==> config.mk <==
export PLATFORM = sky130hd
export DESIGN_NAME = note_field_render_flat
export DESIGN_NICKNAME = d
export VERILOG_FILES = /design/src/rtl/mania_pkg.sv /design/src/rtl/note_field_render_if.sv /design/src/rtl/key_sync_edge.sv /design/src/rtl/note_field_render.sv /design/src/flat_wrapper.sv
export SDC_FILE = /design/constraint.sdc
export NUM_CORES = 1
export LEC_CHECK = 0
export ABC_AREA = 0
export CAP_MARGIN = 15
export CORE_ASPECT_RATIO = 0.9
export CORE_MARGIN = 5
export CORE_UTILIZATION = 30
export DETAILED_ROUTE_END_ITERATION = 12
export PLACE_DENSITY_LB_ADDON = 0.15
export SETUP_SLACK_MARGIN = 0.2
export SLEW_MARGIN = 30
export SYNTH_ARGS = -nofsm -noshare
export SYNTH_HDL_FRONTEND = slang
export SYNTH_SLANG_ARGS = --single-unit
export TNS_END_PERCENT = 50
==> constraint.sdc <==
create_clock -name vga_clk -period 4.4 [get_ports vga_clk]
set_clock_uncertainty 0.1 [all_clocks]
set_input_delay 0.66 -clock vga_clk [delete_from_list [all_inputs] [get_ports vga_clk]]
set_output_delay 0.66 -clock vga_clk [all_outputs]
set_load 0.02 [all_outputs]
==> src/rtl/mania_pkg.sv <==
// -----------------------------------------------------------------------------
// mania_pkg
// Shared constants and helpers for the 4-key mania screen pipeline.
//   NUM_LANES            : number of playfield lanes
//   H_VISIBLE/V_VISIBLE  : visible raster size from vgac
//   COL_*                : 12-bit RGB colour words fed to vgac
//   LFSR_TAPS            : tap mask for x^8+x^6+x^5+x^4+1 (bits 7,5,4,3)
//   lfsr_next/popcount4/sat_add16 : small combinational helpers
// -----------------------------------------------------------------------------
package mania_pkg;

    localparam int NUM_LANES = 4;
    localparam int H_VISIBLE = 640;
    localparam int V_VISIBLE = 480;

    localparam logic [11:0] COL_BG         = 12'h000;
    localparam logic [11:0] COL_NOTE       = 12'hFFF;
    localparam logic [11:0] COL_JUDGE      = 12'h333;
    localparam logic [11:0] COL_JUDGE_HELD = 12'h0F0;
    localparam logic [11:0] COL_BORDER     = 12'h888;
    localparam logic [11:0] COL_LANE       = 12'h111;

    localparam logic [7:0] LFSR_TAPS = 8'hB8;

    // Shift-left Fibonacci step: parity of the tapped bits enters at bit 0.
    function automatic logic [7:0] lfsr_next(input logic [7:0] s);
        return {s[6:0], ^(s & LFSR_TAPS)};
    endfunction

    function automatic logic [2:0] popcount4(input logic [3:0] v);
        return 3'(v[0]) + 3'(v[1]) + 3'(v[2]) + 3'(v[3]);
    endfunction

    // Counters stick at all-ones instead of wrapping back to zero.
    function automatic logic [15:0] sat_add16(input logic [15:0] a, input logic [2:0] n);
        logic [16:0] s;
        s = {1'b0, a} + 17'(n);
        return s[16] ? 16'hFFFF : s[15:0];
    endfunction

endpackage

==> src/rtl/note_field_render_if.sv <==
// -----------------------------------------------------------------------------
// note_field_render_if
// Pixel bus between vgac and its pixel source.
//   row_addr : current row (0..479 visible)
//   col_addr : current column (0..639 visible)
//   rdn      : 0 = visible pixel
//   d_in     : 12-bit colour word returned to vgac
// master = vgac side, slave = pixel source side.
// -----------------------------------------------------------------------------
interface note_field_render_if;

    logic [8:0]  row_addr;
    logic [9:0]  col_addr;
    logic        rdn;
    logic [11:0] d_in;

    modport master (output row_addr, output col_addr, output rdn, input d_in);
    modport slave  (input row_addr, input col_addr, input rdn, output d_in);

endinterface

==> src/rtl/key_sync_edge.sv <==
// -----------------------------------------------------------------------------
// key_sync_edge
// Two-flop synchroniser per bit followed by a rising-edge detector.
//   clk       : sampling clock
//   rst_n     : asynchronous active-low reset
//   key_raw   : asynchronous active-high inputs
//   key_held  : synchronised level
//   key_press : one-cycle pulse on each synchronised rising edge
// A pin change shows up on key_press two clocks later.
// -----------------------------------------------------------------------------
module key_sync_edge #(
    parameter int WIDTH = 4
) (
    input  logic             clk,
    input  logic             rst_n,
    input  logic [WIDTH-1:0] key_raw,
    output logic [WIDTH-1:0] key_held,
    output logic [WIDTH-1:0] key_press
);

    logic [WIDTH-1:0] sync1_q, sync1_d;
    logic [WIDTH-1:0] sync2_q, sync2_d;
    logic [WIDTH-1:0] prev_q,  prev_d;

    always_comb begin
        sync1_d = key_raw;
        sync2_d = sync1_q;
        prev_d  = sync2_q;
    end

    // NOTE: non-blocking assignments keep the flop chain a true pipeline;
    // blocking ones would let key_raw race through all stages in one edge.
    always_ff @(posedge clk or negedge rst_n) begin
        if (!rst_n) begin
            sync1_q <= '0;
            sync2_q <= '0;
            prev_q  <= '0;
        end else begin
            sync1_q <= sync1_d;
            sync2_q <= sync2_d;
            prev_q  <= prev_d;
        end
    end

    assign key_held  = sync2_q;
    assign key_press = sync2_q & ~prev_q;

endmodule

==> src/rtl/note_field_render.sv <==
// -----------------------------------------------------------------------------
// note_field_render
// Pixel source for vgac: scrolling 4-lane note field with LFSR note spawning,
// key synchronisation, hit/miss judging at the bottom cell and score counters.
//   vga_clk    : pixel clock
//   clrn       : asynchronous active-low reset
//   run        : 1 = scroll/spawn/judge advance, 0 = freeze (render continues)
//   key[3:0]   : raw asynchronous lane keys
//   vga        : row/col/rdn in, d_in out (registered, 1-cycle latency)
//   hit_count  : saturating hit counter
//   miss_count : saturating miss counter
// -----------------------------------------------------------------------------
module note_field_render
    import mania_pkg::*;
#(
    parameter int          LANE_X0       = 192,
    parameter int          LANE_W        = 64,
    parameter int          CELL_H        = 16,
    parameter int          CELLS         = 30,
    parameter int          SCROLL_FRAMES = 4,
    parameter logic [7:0]  LFSR_SEED     = 8'hA5
) (
    input  logic                vga_clk,
    input  logic                clrn,
    input  logic                run,
    input  logic [3:0]          key,
    note_field_render_if.slave  vga,
    output logic [15:0]         hit_count,
    output logic [15:0]         miss_count
);

    localparam int FC_W       = (SCROLL_FRAMES > 1) ? $clog2(SCROLL_FRAMES) : 1;
    localparam int CELL_SHIFT = $clog2(CELL_H);
    localparam int CELL_IDX_W = $clog2(CELLS);
    localparam int LANE_IDX_W = $clog2(NUM_LANES);
    localparam int JUDGE_CELL = CELLS - 1;
    localparam logic [FC_W-1:0] FC_LAST = FC_W'(SCROLL_FRAMES - 1);

    // Bit c of a lane is cell c counted from the top; bit CELLS-1 is the judge cell.
    logic [NUM_LANES-1:0][CELLS-1:0] field_q, field_d;
    logic [7:0]                      lfsr_q, lfsr_d;
    logic [FC_W-1:0]                 frame_cnt_q, frame_cnt_d;
    logic [15:0]                     hit_count_q, hit_count_d;
    logic [15:0]                     miss_count_q, miss_count_d;
    logic [11:0]                     d_in_q, d_in_d;

    logic [NUM_LANES-1:0] key_held, key_press;
    logic [NUM_LANES-1:0] press_live, judge_note, hit_vec, miss_vec, spawn;
    logic                 frame_tick, step;

    key_sync_edge #(.WIDTH(NUM_LANES)) u_key_sync_edge (
        .clk       (vga_clk),
        .rst_n     (clrn),
        .key_raw   (key),
        .key_held  (key_held),
        .key_press (key_press)
    );

    // Last visible pixel: the field then changes during vblank, so no tearing.
    assign frame_tick = !vga.rdn
                        && (vga.row_addr == 9'(V_VISIBLE - 1))
                        && (vga.col_addr == 10'(H_VISIBLE - 1));
    assign step = run && frame_tick && (frame_cnt_q == FC_LAST);

    // Game state: frame counter, judging, field shift, LFSR, score counters.
    // NOTE: every always_comb output gets a default first so no path leaves a
    // signal unassigned, which would otherwise infer a latch.
    always_comb begin
        frame_cnt_d = frame_cnt_q;
        field_d     = field_q;
        lfsr_d      = lfsr_q;

        if (run && frame_tick) begin
            frame_cnt_d = step ? '0 : frame_cnt_q + 1'b1;
        end

        press_live = run ? key_press : '0;
        for (int i = 0; i < NUM_LANES; i++) begin
            judge_note[i] = field_q[i][JUDGE_CELL];
            spawn[i]      = lfsr_q[i] & lfsr_q[i+4];
        end

        // Presses are judged against pre-shift content; a hit beats fall-off.
        hit_vec  = press_live & judge_note;
        miss_vec = (press_live & ~judge_note)
                 | ({NUM_LANES{step}} & judge_note & ~press_live);

        for (int i = 0; i < NUM_LANES; i++) begin
            if (step) begin
                field_d[i] = {field_q[i][CELLS-2:0], spawn[i]};
            end else if (hit_vec[i]) begin
                field_d[i][JUDGE_CELL] = 1'b0;
            end
        end

        if (step) begin
            lfsr_d = lfsr_next(lfsr_q);
        end

        hit_count_d  = sat_add16(hit_count_q,  popcount4(hit_vec));
        miss_count_d = sat_add16(miss_count_q, popcount4(miss_vec));
    end

    // Render: locate lane and cell for the current pixel, then apply priority
    // rdn > outside > note > judge > border > empty lane.
    logic [8:0]            row_cell;
    logic [CELL_IDX_W-1:0] cell_idx;
    logic [LANE_IDX_W-1:0] lane_sel;
    logic                  cell_valid, in_lane, on_border, note_here, judge_here;
    int                    col_i;

    always_comb begin
        col_i     = int'(vga.col_addr);
        in_lane   = 1'b0;
        on_border = 1'b0;
        lane_sel  = '0;
        for (int i = 0; i < NUM_LANES; i++) begin
            if (col_i >= LANE_X0 + i * LANE_W && col_i < LANE_X0 + (i + 1) * LANE_W) begin
                in_lane   = 1'b1;
                lane_sel  = LANE_IDX_W'(i);
                on_border = (col_i == LANE_X0 + i * LANE_W);
            end
        end

        row_cell   = vga.row_addr >> CELL_SHIFT;
        cell_valid = (row_cell < 9'(CELLS));
        cell_idx   = CELL_IDX_W'(row_cell);
        note_here  = in_lane && cell_valid && field_q[lane_sel][cell_idx];
        judge_here = in_lane && cell_valid && (cell_idx == CELL_IDX_W'(JUDGE_CELL));

        d_in_d = COL_LANE;
        if (vga.rdn || !in_lane) begin
            d_in_d = COL_BG;
        end else if (note_here) begin
            d_in_d = COL_NOTE;
        end else if (judge_here) begin
            d_in_d = key_held[lane_sel] ? COL_JUDGE_HELD : COL_JUDGE;
        end else if (on_border) begin
            d_in_d = COL_BORDER;
        end
    end

    // NOTE: the field is a small flop array rather than a RAM, so it is cleared
    // by reset along with everything else; a RAM-backed field could not be.
    always_ff @(posedge vga_clk or negedge clrn) begin
        if (!clrn) begin
            field_q      <= '0;
            lfsr_q       <= LFSR_SEED;
            frame_cnt_q  <= '0;
            hit_count_q  <= '0;
            miss_count_q <= '0;
            d_in_q       <= COL_BG;
        end else begin
            field_q      <= field_d;
            lfsr_q       <= lfsr_d;
            frame_cnt_q  <= frame_cnt_d;
            hit_count_q  <= hit_count_d;
            miss_count_q <= miss_count_d;
            d_in_q       <= d_in_d;
        end
    end

    assign vga.d_in   = d_in_q;
    assign hit_count  = hit_count_q;
    assign miss_count = miss_count_q;

endmodule

==> src/flat_wrapper.sv <==
// flat-port wrapper written by rule: the top's interface ports become plain ports
module note_field_render_flat import mania_pkg::*;
#(
    parameter int          LANE_X0       = 192,
    parameter int          LANE_W        = 64,
    parameter int          CELL_H        = 16,
    parameter int          CELLS         = 30,
    parameter int          SCROLL_FRAMES = 4,
    parameter logic [7:0]  LFSR_SEED     = 8'hA5
)
  (vga_clk, clrn, run, key, hit_count, miss_count, vga_row_addr, vga_col_addr, vga_rdn, vga_d_in);
  note_field_render_if vga_i ();
  input  logic vga_clk;
  input  logic clrn;
  input  logic run;
  input  logic [3:0] key;
  output logic [15:0] hit_count;
  output logic [15:0] miss_count;
  input wire logic [$bits(vga_i.row_addr)-1:0] vga_row_addr;
  input wire logic [$bits(vga_i.col_addr)-1:0] vga_col_addr;
  input wire logic [$bits(vga_i.rdn)-1:0] vga_rdn;
  output wire logic [$bits(vga_i.d_in)-1:0] vga_d_in;
  assign vga_i.row_addr = vga_row_addr;
  assign vga_i.col_addr = vga_col_addr;
  assign vga_i.rdn = vga_rdn;
  assign vga_d_in = vga_i.d_in;
  note_field_render #(.LANE_X0(LANE_X0), .LANE_W(LANE_W), .CELL_H(CELL_H), .CELLS(CELLS), .SCROLL_FRAMES(SCROLL_FRAMES), .LFSR_SEED(LFSR_SEED)) u_core (.vga_clk(vga_clk), .clrn(clrn), .run(run), .key(key), .vga(vga_i), .hit_count(hit_count), .miss_count(miss_count));
endmodule
==> results_dict.tcl <==
set metrics [dict create \
    outcome "complete, no violations" \
    setup_violations 0 \
    grt_pass1_vias 6874 \
    p_total_w 0.00372 \
    start_util_pct 30.6 \
    gp_congestion 0.765 \
    synth_seq_cells 182 \
    hold_viol 0 \
    die_area_mm2 0.0321 \
    period_share_pct 90.6 \
    end_kind "register" \
    grt.busiest_layer "met1" \
    dr.pass1.iters 5 \
    n_fill_cell 2884 \
    worstPathArrival_ns 4.25 \
    grt_use_total_pct 15.0 \
    synth-edff-count 0 \
    clk_pin_slew_worst_paths_ns 0.08 \
    syn_to_final_growth_pct 23.1 \
    async_flop_share_pct 100 \
    cap_viol_max_count 0 \
    drive_gt1_share_pct 11.2 \
    clockBufferDepth 2 \
    drc_errors 0 \
    worst_pin_slew_ns 0.857 \
    route.detailed.wl_per_inst_um 16.6 \
    avgSynthCellArea_um2 8.83 \
    holdWs_ns 0.0692 \
    yosysSeqAreaShare_pct 53.1 \
    die_h_um 170 \
    fp.coreArea_mm2 0.0281 \
    required_ns 4.66 \
    grt_use_met3_pct 2.91 \
    critPathLaunchType "input pin" \
    clkLatencyLatePin_ns 0.44 \
    gr-total-overflow 0 \
    rows 58 \
    die_x_um 188 \
    syn-instance-count 972 \
    peakVddDrop_mv 0.256 \
    antenna_found_initial 0 \
    postRouteAntennaNets 0 \
    slew_viol_final 0 \
    hold_class "in2async" \
    numCtsBuffers 17 \
    fin_nets 1092 \
    synth_nets 1014 \
    dp_hpwl_um 15600 \
    grt_pass1_wl_um 38700 \
    final-seq-area_mm2 0.00456 \
    antenna-diode-count 0 \
    vias_per_cell 4.82 \
    synth.distinct_cells 63 \
    tritoncts "built" \
    grt_setup_unrepaired "false" \
    timing.final.crit_period_ns 3.99 \
    slew_headroom_pct 42.8 \
    ios 71 \
    htreeDepth 4 \
    fmax_ghz 0.251 \
    p_per_area_mw_per_mm2 352 \
    synthFlopType "dfrtp_1" \
    grtUsageMet1_pct 22.6 \
    cts_sinks 182 \
    postLayoutCoreUtil_pct 37.6 \
    p_leak_nw 5.40 \
    wl_um 23700 \
    yosysWarnings 0 \
    syn-cell-area_mm2 0.00858 \
    multi_input_comb_area_mm2 0.00381 \
    crit_type "in2reg" \
    cts_root_buf "clkbuf_16" \
    portBuffers 70 \
    grt_max_degree 80 \
    final.setup.tns_ns 0 \
    dr.first_iter.drc_count 571 \
    num_vias 6856 \
    postCtsHoldBufs 0 \
    critPathMaxFanout 4 \
    grt_use_met2_pct 22.2 \
]
## timing repair
item | in CTS | in global routing
resized for setup | 3 | 22
gates cloned | 1 | 0
setup buffers | 0 | 3
setup endpoints to repair | 14 | 16
pin swaps | 1 | 10
## routing by layer
metal	wire (µm)	vias to the layer above
met5	0	-
met4	176	0
met3	779	14
met2	10100	110
met1	12600	3329
li1	-	3403
## flip-flops by register name, summed over array words and instances, names as in the netlist
register and flops:
u_core.u_key_sync_edge.sync1_q 4, u_core.u_key_sync_edge.key_held 4, u_core.vga.d_in 8, u_core.lfsr_q 8, u_core.miss_count 16, u_core.frame_cnt_q 2
u_core.u_key_sync_edge.prev_q 4, u_core.field_q 120, u_core.hit_count 16
## Yosys cell counts, types with 5 or more instances
cell | instances | area share (%)
nand2_1 | 414 | 18
dfrtp_1 | 178 | 52
nor2_1 | 29 | 1.3
buf_2 | 28 | 1.6
a21oi_1 | 23 | 1.3
clkbuf_1 | 22 | 0.96
nand3_1 | 21 | 1.2
o22ai_1 | 20 | 1.5
inv_1 | 17 | 0.74
o21ai_0 | 14 | 0.82
xor2_1 | 13 | 1.3
nand2b_1 | 12 | 0.87
ha_1 | 11 | 1.6
nor2b_1 | 10 | 0.73
nor3_1 | 10 | 0.58
o221ai_1 | 10 | 1.0
xnor2_1 | 9 | 0.92
a2111oi_0 | 8 | 0.82
mux2_2 | 8 | 1.0
and3_1 | 6 | 0.44
buf_4 | 6 | 0.52
nand4_1 | 6 | 0.44
o211ai_1 | 6 | 0.52
a211oi_1 | 5 | 0.44
and2_1 | 5 | 0.36
## worst max-delay path, cell delays in order
cell and delay, ns:
clkdlybuf4s50_1 0.43, nand4b_1 0.24, nor3_4 0.23, and2_4 0.21, nand3_2 0.08, o21ai_2 0.07
ha_1 0.25, inv_2 0.06, fa_1 0.42, inv_1 0.07, ha_2 0.18, inv_2 0.04
fa_2 0.35, nor2b_4 0.14, o21ai_2 0.08, nor3_2 0.20, and3_4 0.25, buf_4 0.12
nor2_1 0.03, a21oi_1 0.13
## layout make-up
cell class	count	area share, %
Clock buffer	18	4.16
Multi-Input combinational cell	715	36.1
Tap cell	360	4.26
Inverter	18	0.639
Sequential cell	182	43.1
Timing Repair Buffer	116	10.4
Clock inverter	13	1.30
## cells in the final DEF (no fill, tap or decap), types with 15 or more instances in the layout
master / synthesis / routed
nand2_1: 414 / 411
dfrtp_1: 178 / 178
clkdlybuf4s50_1: 0 / 55
buf_4: 6 / 44
nor2_1: 29 / 28
a21oi_1: 23 / 23
o22ai_1: 20 / 20
nand3_1: 21 / 17
clkbuf_16: 0 / 17
inv_1: 17 / 15
## metrics by stage
| stage | instances | setup WS (ns) | area [µm²] |
|---|---|---|---|
| floorplan | 972 | 0.182 | 8690 |
| global route | 1422 | 0.225 | 10600 |
| finish | 1422 | 0.413 | 10600 |
| detailed placement | 1387 | -0.323 | 9890 |
| CTS | 1419 | 0.201 | 10500 |
| global placement | 1387 | -0.281 | 9890 |
## power by group
part	switching, W	internal, W
registers	0.0000400	0.00171
logic	0.000240	0.000186
clock network	0.000725	0.000815
total	0.00100	0.00272
## kinds of logic (layout without fill, tap and decap cells)
kind of cell / after synthesis / after routing / share of synthesized area (%)
buf+inv: 76 / 165 / 4.17
mux: 9 / 9 / 1.18
fa+ha+maj: 15 / 15 / 2.54
compound gates: 130 / 130 / 10.4
xor+xnor: 22 / 22 / 2.25
flops: 182 / 182 / 53.1
simple gates: 538 / 539 / 26.3
## final timing paths
path                       slack, ns                              start                                 end  cells after the start
setup / recovery                0.41                            vga_rdn               u_core.miss_count[14]                     20
hold / removal                  0.07                               clrn               u_core.miss_count[12]                      1
setup reg to reg                0.88              u_core.frame_cnt_q[0]               u_core.miss_count[14]                     18
hold reg to reg                 0.25  u_core.u_key_sync_edge.sync1_q[1]  u_core.u_key_sync_edge.key_held[1]                      0
max in group asynchronous       3.02                               clrn                  u_core.field_q[16]                      2
min in group vga_clk            0.25  u_core.u_key_sync_edge.sync1_q[1]  u_core.u_key_sync_edge.key_held[1]                      0
No activity file was read; power rests on OpenSTA's default activity.
==> RTL edit (same settings) <==
Add an input register stage for `key`, without a reset; this delays it by one clock. The other inputs are not delayed to match.
--- a/src/rtl/note_field_render.sv
+++ b/src/rtl/note_field_render.sv
@@ -38,2 +38,8 @@
 
+    logic [3:0] key_q;
+
+    always_ff @(posedge vga_clk) begin
+        key_q <= key;
+    end
+
     // Bit c of a lane is cell c counted from the top; bit CELLS-1 is the judge cell.
@@ -53,3 +59,3 @@
         .rst_n     (clrn),
-        .key_raw   (key),
+        .key_raw   (key_q),
         .key_held  (key_held),
Behaviour: not the same (Yosys sat finds a counterexample within 4 cycles, from zero or initial values).
==> RTL edit against the original RTL <==
  * Setup slack worse by 43 ps
  * Sequential cell count rose by 4
  * Wire length rose by 0.27%
  * Power is 1.4% higher
  * Hold slack improved by 120 ps
  * Highest routed layer unchanged
  * Critical endpoint unchanged
  * Fmax is 1.1% lower
  * Via count grew 2.3%
  * Non-clock buffer count up 23
  * Final area rose by 2.4%
  * Synthesized area rose by 0.83%
==> RTL edit: results (changes against the original RTL) <==
INFO  metric synthDistinctLibCells = 67 (+6.3%)
INFO  metric nNetsFinal = 1,118 (+2.4%)
INFO  metric sequential_to_total_area_share_from_yosys_stat = 0.536 (+0.00488)
INFO  metric power.static_leakage = 5.53 nW (+2.3%)
INFO  metric globalplace.congestion = 0.776 (+1.3%)
INFO  metric worst_setup_slack_for_register_to_register_paths = 900 ps (+20 ps)
INFO  metric wire_length_of_the_first_global_routing_pass = 38,800 um (+0.37%)
INFO  metric holdWs = 192 ps (+123 ps)
INFO  metric vias_per_cell = 4.82 (about the same)
INFO  metric grt_max_degree = 97 (+21%)
INFO  metric drt-wirelength-per-cell = 16.3 um (-2.0%)
INFO  metric fmax = 248 MHz (-1.1%)
INFO  metric syn_area_per_cell = 8.88 um2 (+0.62%)
INFO  metric timing.max_slew.rel_slack = 0.445 (+0.0166)
INFO  metric final_cells = 1,455 (+2.3%)
INFO  metric place_area = 0.0100 mm2 (+1.2%)
INFO  metric placed_cells_incl_taps = 1,406 (+1.4%)
INFO  metric critPathMaxStageDelay = 460 ps (+30 ps)
INFO  metric first_global_vias = 6,987 (+1.6%)
INFO  metric grt_antenna_before_repair = 0 (unchanged)
INFO  metric postSynth.asyncResetShare = 0.978 (-0.0215)
INFO  metric p_int = 2.75 mW (+1.4%)
INFO  metric drive_gt1_frac = 0.128 (+0.0156)
INFO  metric synthesis.nets = 1,016 (+0.20%)
INFO  metric grt_usage = 0.150 (-0.000229)
INFO  metric outcome = finished, final reports clean
INFO  metric cts_max_path_buffers = 2 (unchanged)
INFO  metric worst_hold_check_path_type = input port to asynchronous set/reset pin
INFO  metric top_cells_by_area_in_the_synthesized_netlist = sky130_fd_sc_hd__dfrtp_1 (51%), sky130_fd_sc_hd__nand2_1 (18%), sky130_fd_sc_hd__ha_1 (1.6%), sky130_fd_sc_hd__o22ai_1 (1.4%), sky130_fd_sc_hd__nor2_1 (1.4%)
INFO  metric ir_worst_vdd = 0.217 mV (-15%)
INFO  metric detailedPlace.worstSlack = -395 ps (-71.9 ps)
INFO  metric synth_common_cells = sky130_fd_sc_hd__nand2_1 (416), sky130_fd_sc_hd__dfrtp_1 (178), sky130_fd_sc_hd__nor2_1 (32), sky130_fd_sc_hd__clkbuf_1 (28), sky130_fd_sc_hd__a21oi_1 (22)
INFO  metric critPathArrivalTime = 4260 ps (about the same)
INFO  metric critPathTopFamily = adder cells
INFO  metric post-dp-hpwl = 15,900 um (+1.8%)
-- RTL edit: cell types whose count changed after synthesis, sizes merged, moves of 2 or more --
cell	change
nand2	+2
clkbuf	+6
o21a	+2
nand3	-2
nor2	+3
and2	-2
dfxtp	+4
buf	-8
and3	-2
or2	+2
nor2b	-3
-- RTL edit: kinds of logic (layout without fill, tap and decap cells) --
kind of cell / count (synthesis) / in the layout / share of synthesized area
adders and majority gates: 15 / 15 / 0.0252
xor gates and xnor gates: 22 / 22 / 0.0223
AOI/OAI and AO/OA: 129 / 129 / 0.103
DFF: 186 / 186 / 0.536
and+or+nand+nor: 537 / 537 / 0.260
buffers and inverters: 74 / 189 / 0.0389
muxes: 11 / 11 / 0.0142
-- RTL edit: metal layers --
metal	track usage	vias to the layer above	wire length, um
met4	0.0320	0	210
met5	0	-	0
met3	0.0273	13	800
met2	0.237	107	10800
met1	0.216	3451	12000
li1	-	3445	-
-- RTL edit: repair_timing --
| item | 4_1_cts | 5_1_grt |
|---|---|---|
| gates resized for setup | 6 | 27 |
| pin swaps | 8 | 15 |
| setup buffers | 16 | 1 |
| hold buffers | 0 | 0 |
| endpoints found under the setup margin | 15 | 19 |
-- RTL edit: final timing paths --
check                                                        startpoint                                     endpoint  depth (start not counted)
max in group asynchronous                                          clrn               u_core.field_q[14]$_DFFE_PN0N_                          2
max reg2reg                u_core.u_key_sync_edge.key_held[1]$_DFF_PN0_                u_core.hit_count[5]$_DFF_PN0_                         16
min in group vga_clk                            u_core.key_q[2]$_DFF_P_  u_core.u_key_sync_edge.sync1_q[2]$_DFF_PN0_                          0
min                                                                clrn              u_core.miss_count[14]$_DFF_PN0_                          1
min reg2reg                                     u_core.key_q[2]$_DFF_P_  u_core.u_key_sync_edge.sync1_q[2]$_DFF_PN0_                          0
max                                                     vga_row_addr[1]              u_core.miss_count[14]$_DFF_PN0_                         23
-- RTL edit: power groups by stage --
| stage | logic [mW] | registers (mW) | clock network [mW] |
|---|---|---|---|
| after floorplan | 0.155 | 1.85 | 0 |
| after global placement | 0.407 | 1.82 | 0 |
| after detailed placement | 0.409 | 1.82 | 0 |
| after CTS | 0.415 | 1.79 | 1.62 |
| after global routing | 0.452 | 1.79 | 1.69 |
| final | 0.413 | 1.79 | 1.57 |
-- RTL edit: area by class of cell --
cell class	instances	area [um2]
Clock buffer	18	439
Clock inverter	14	158
Fill cell	2917	17900
Inverter	18	67.6
Multi-Input combinational cell	714	3770
Sequential cell	186	4640
Tap cell	366	458
Timing Repair Buffer	139	1280
